File: src/rtl/prio_decode_fifo.sv
// prio_decode_fifo: small FIFO that buffers {any, idx} words coming out of a
// priority encoder and presents the head word downstream as a one-hot vector.
// The head is decoded from registered storage and pointers, so no input ever
// reaches an output combinationally.
module prio_decode_fifo #(
    parameter int IDX_W = 2,
    parameter int DEPTH = 4
) (
    input  logic                         clk,
    input  logic                         rst_n,
    input  logic                         in_valid,
    output logic                         in_ready,
    input  logic [IDX_W-1:0]             in_idx,
    input  logic                         in_any,
    output logic                         out_valid,
    input  logic                         out_ready,
    output logic [(2**IDX_W)-1:0]        out_onehot,
    output logic [$clog2(DEPTH+1)-1:0]   level
);

    localparam int N     = 2**IDX_W;
    localparam int PTR_W = $clog2(DEPTH);
    localparam int LVL_W = $clog2(DEPTH+1);
    localparam logic [LVL_W-1:0] FULL_LEVEL = LVL_W'(DEPTH);

    // Each entry is {any, idx}; an any=0 entry is a real "no request" word.
    logic [IDX_W:0]     mem [DEPTH];
    logic [PTR_W-1:0]   wptr_reg;
    logic [PTR_W-1:0]   rptr_reg;
    logic [LVL_W-1:0]   level_reg;
    logic [LVL_W-1:0]   level_next;
    logic               push;
    logic               pop;
    logic [IDX_W:0]     head;

    assign in_ready  = (level_reg != FULL_LEVEL);
    assign out_valid = (level_reg != '0);
    assign level     = level_reg;
    assign push      = in_valid && in_ready;
    assign pop       = out_valid && out_ready;
    assign head      = mem[rptr_reg];

    // Occupancy: simultaneous push and pop leave the count unchanged.
    always_comb begin
        level_next = level_reg;
        case ({push, pop})
            2'b10:   level_next = level_reg + LVL_W'(1);
            2'b01:   level_next = level_reg - LVL_W'(1);
            default: level_next = level_reg;
        endcase
    end

    // Pointer and occupancy state; pointers wrap naturally modulo DEPTH.
    always_ff @(posedge clk or negedge rst_n) begin
        if (!rst_n) begin
            wptr_reg  <= '0;
            rptr_reg  <= '0;
            level_reg <= '0;
        end else begin
            if (push) wptr_reg <= wptr_reg + PTR_W'(1);
            if (pop)  rptr_reg <= rptr_reg + PTR_W'(1);
            level_reg <= level_next;
        end
    end

    // Storage write; contents are not cleared by reset since level gates them.
    always_ff @(posedge clk) begin
        if (push) mem[wptr_reg] <= {in_any, in_idx};
    end

    // One-hot decode of the head word, forced to zero when empty or any=0.
    generate
        for (genvar gi = 0; gi < N; gi++) begin : g_decode
            assign out_onehot[gi] = out_valid && head[IDX_W] &&
                                    (head[IDX_W-1:0] == IDX_W'(gi));
        end
    endgenerate

endmodule

File: config.mk
export PLATFORM = sky130hd
export DESIGN_NAME = prio_decode_fifo
export DESIGN_NICKNAME = d
export VERILOG_FILES = /design/src/rtl/prio_decode_fifo.sv
export SDC_FILE = /design/constraint.sdc
export NUM_CORES = 1
export LEC_CHECK = 0
export BUFFER_PORTS_ARGS = -buffer_cell sky130_fd_sc_hd__buf_2
export CAP_MARGIN = 15
export CORE_MARGIN = 2
export CORE_UTILIZATION = 48
export DETAILED_ROUTE_END_ITERATION = 10
export GPL_ROUTABILITY_DRIVEN = 0
export HOLD_SLACK_MARGIN = 0.06
export PLACE_DENSITY = 0.71
export SYNTH_ARGS = -nofsm -noshare
export SYNTH_HDL_FRONTEND = slang
export SYNTH_SLANG_ARGS = --single-unit
File: constraint.sdc
create_clock -name clk -period 2.17 [get_ports clk]
set_clock_uncertainty 0.05 [all_clocks]
set_input_delay 0.1085 -clock clk [delete_from_list [all_inputs] [get_ports clk]]
set_output_delay 0.1085 -clock clk [all_outputs]
set_load 0.02 [all_outputs]
==> impl_metrics.py <==
metrics = {
    "worst_setup_path": {
        "crit_family": "simple AND/OR/NAND/NOR gates",
        "arrival_ns": 2.25,
        "worst-path-max-fanout": 5,
        "crit_cells": 9,
        "rr_worst_depth": 9,
        "crit_type": "flop to flop",
        "slowest_stage": "dfrtp_2",
        "cp_cell_sequence": "or3b_4 > and2_4 > inv_2 > ha_4 > inv_2 > fa_2 > xor2_1 > nor2_1 > xor2_1",
        "slowest_delay_ns": 0.45,
        "rr_endpoint": "level[2]$_DFFE_PN0P_",
        "crit_required_ns": 2.34,
        "start_kind": "flop",
        "worstSetupEndpoint": "level[2]$_DFFE_PN0P_",
        "cp-startpoint": "level[0]$_DFFE_PN0P_",
        "end_kind": "flop",
        "crit_buf_inv": 2,
        "timing.rr.start": "level[0]$_DFFE_PN0P_",
        "timing.reg2reg.setup_slack_ns": 0.1,
    },
    "grt": {
        "overflow": 0,
        "antenna_found_initial": 0,
        "grt_pass1_vias": 552,
        "grt_usage": 0.165,
        "grt_pass1_wl_mm": 2.39,
        "grt_max_degree": 11,
    },
    "place": {
        "dpl_cell_area_sq_um": 1060,
        "dp_hpwl_mm": 1.12,
        "dp.cells": 108,
        "port_buffers": 15,
    },
    "clocking": {
        "path_clk_slew_ns": 0.10,
        "cts_buffer_depth": 2,
        "clock_tree.root_cell": "clkbuf_4",
        "htree_levels": 1,
        "cts_tree": "built",
        "cts_buffers": 3,
        "worst_skew_pair.late_latency_ns": 0.29,
        "cts.sinks": 19,
    },
    "sta": {
        "period_needed_ns": 2.07,
        "period_share": 0.955,
        "setup_tns_ns": 0,
        "worst_slew_pin_slew_ns": 0.214,
        "slew_headroom": 0.858,
        "setup_viol": 0,
        "hold-worst-slack_ns": 0.130,
        "finalHoldViolCount": 0,
        "max_freq_mhz": 483,
        "final-max-slew-violation-count": 0,
    },
    "pwr": {
        "leakage_nw": 0.511,
        "ir_drop_uv": 763,
        "p_per_area_nw_per_um2": 1270,
        "totalPowerFinal_w": 0.00149,
    },
    "route": {
        "drt-total-wl_mm": 1.53,
        "via_count": 580,
        "remaining_drc_errors": 0,
        "drtIter0Drc": 17,
        "wl_per_cell_um": 12.7,
        "via_per_inst": 4.79,
        "drt_first_pass_iters": 4,
        "ant_nets": 0,
    },
    "floorplanning": {
        "core-area_sq_um": 1780,
        "io_pins": 16,
        "dieArea_sq_um": 2320,
        "fp-row-count": 15,
        "start_util": 0.526,
        "die_x_um": 48.2,
        "fp.dieH_um": 48.2,
    },
    "logic_synthesis": {
        "yosysSeqAreaShare": 0.571,
        "synthXorXnorAreaFrac": 0.0560,
        "synth-simple-area-share": 0.139,
        "synth_warnings": 0,
        "synth_mux_area_frac": 0.107,
        "async_flop_share": 0.368,
        "postSynthAreaPerCell_sq_um": 13.8,
        "syn_nets": 81,
        "synth_top_family_by_area": "simple AND/OR/NAND/NOR gates",
        "ys_seq_elements": 19,
        "syn_area_sq_um": 938,
        "synth_fa_ha_area_frac": 0.0880,
        "synth_ff_type": "edfxtp_1",
        "synthCells": 68,
        "yosysUniqueCellTypes": 22,
        "synth_compound_area_frac": 0,
        "synth_edf_count": 12,
    },
    "finish": {
        "syn_to_final_growth_pct": 24.8,
        "final_nets": 110,
        "drive_above_1_share": 0.365,
        "largest_reg_flops": 12,
        "n_antenna_cell": 0,
        "fin_cells": 121,
        "final_area_sq_um": 1170,
    },
    "min_path": {
        "hp-class": "input pin to asynchronous set/reset pin",
    },
    "run": {
        "maxCapViolCount": 0,
    },
    "run_status": {
        "status": "complete, no violations",
    },
}
[metal layers]
| layer | wire [um] | vias to the layer above | part of all wire | global-route usage |
|---|---|---|---|---|
| met4 | 42 | 0 | 0.027 | 0.114 |
| met5 | 0 | - | 0 | 0 |
| met2 | 742 | 12 | 0.48 | 0.255 |
| met1 | 699 | 273 | 0.46 | 0.199 |
| met3 | 48 | 4 | 0.031 | 0.0444 |
| li1 | - | 291 | - | - |
[metrics by stage]
| stage | utilization | setup slack (ns) |
|---|---|---|
| floorplan | - | 0.0115 |
| global placement | 0.594 | 0.102 |
| detailed placement | 0.594 | 0.0697 |
| CTS | 0.637 | 0.0459 |
| global route | 0.657 | -0.0197 |
| finish | 0.657 | 0.0979 |
[placed cells by master (no fill, tap or decap), types with 2 or more instances in the layout]
master,Yosys,routed
buf_2,0,15
edfxtp_1,12,12
inv_1,7,5
nor2_1,5,5
nand2_1,5,5
dlygate4sd3_1,0,5
buf_4,0,5
and3_1,4,4
nand2b_1,4,4
ha_1,5,4
dfrtp_1,7,4
xnor2_1,3,3
xor2_1,3,3
clkbuf_4,0,3
dfrtp_2,0,3
inv_2,0,2
mux4_1,2,2
[power breakdown]
group | switching (W) | internal (W)
Combinational | 0.000359 | 0.000351
Sequential | 0.0000970 | 0.000513
Clock | 0.0000989 | 0.0000715
Total | 0.000555 | 0.000936
[how the worst min path moves through the flow]
| stage | start | end |
|---|---|---|
| after floorplan | rst_n | level[0]$_DFFE_PN0P_ |
| after global placement | rst_n | rptr_reg[1]$_DFFE_PN0P_ |
| after detailed placement | rst_n | rptr_reg[1]$_DFFE_PN0P_ |
| after CTS | rst_n | rptr_reg[1]$_DFFE_PN0P_ |
| after global routing | rst_n | rptr_reg[1]$_DFFE_PN0P_ |
| final | rst_n | wptr_reg[1]$_DFFE_PN0P_ |
[cell type report]
class,count,area (sq um)
inverters,7,26.3
flip-flops and latches,19,539
fillers,138,612
well taps,25,31.3
clock buffers,4,26.3
multi-input cells,41,385
repair buffers,25,163
[cells by family (layout without fill, tap and decap cells)]
logic type / Yosys count / in the layout
adders and majority gates: 6 / 6
xor gates and xnor gates: 6 / 6
buffers and inverters: 8 / 36
and+or+nand+nor: 24 / 24
DFF: 19 / 19
muxes: 5 / 5
[synthesized netlist by cell type, types with 2 or more instances]
master / number / area share
ha_1: 5 / 0.067
nand2b_1: 4 / 0.027
dfrtp_1: 7 / 0.19
inv_1: 7 / 0.028
edfxtp_1: 12 / 0.38
nor2_1: 5 / 0.020
xnor2_1: 3 / 0.028
mux4_1: 2 / 0.056
nand2_1: 5 / 0.020
xor2_1: 3 / 0.028
and3_1: 4 / 0.027
[what timing repair did]
item | CTS | global route
endpoints found under the setup margin | 0 | 1
hold buffers | 5 | 0
resized for setup | 0 | 1
setup buffers | 0 | 4
endpoints found under the hold margin | 20 | 0
(Power assumes the default switching activity.)
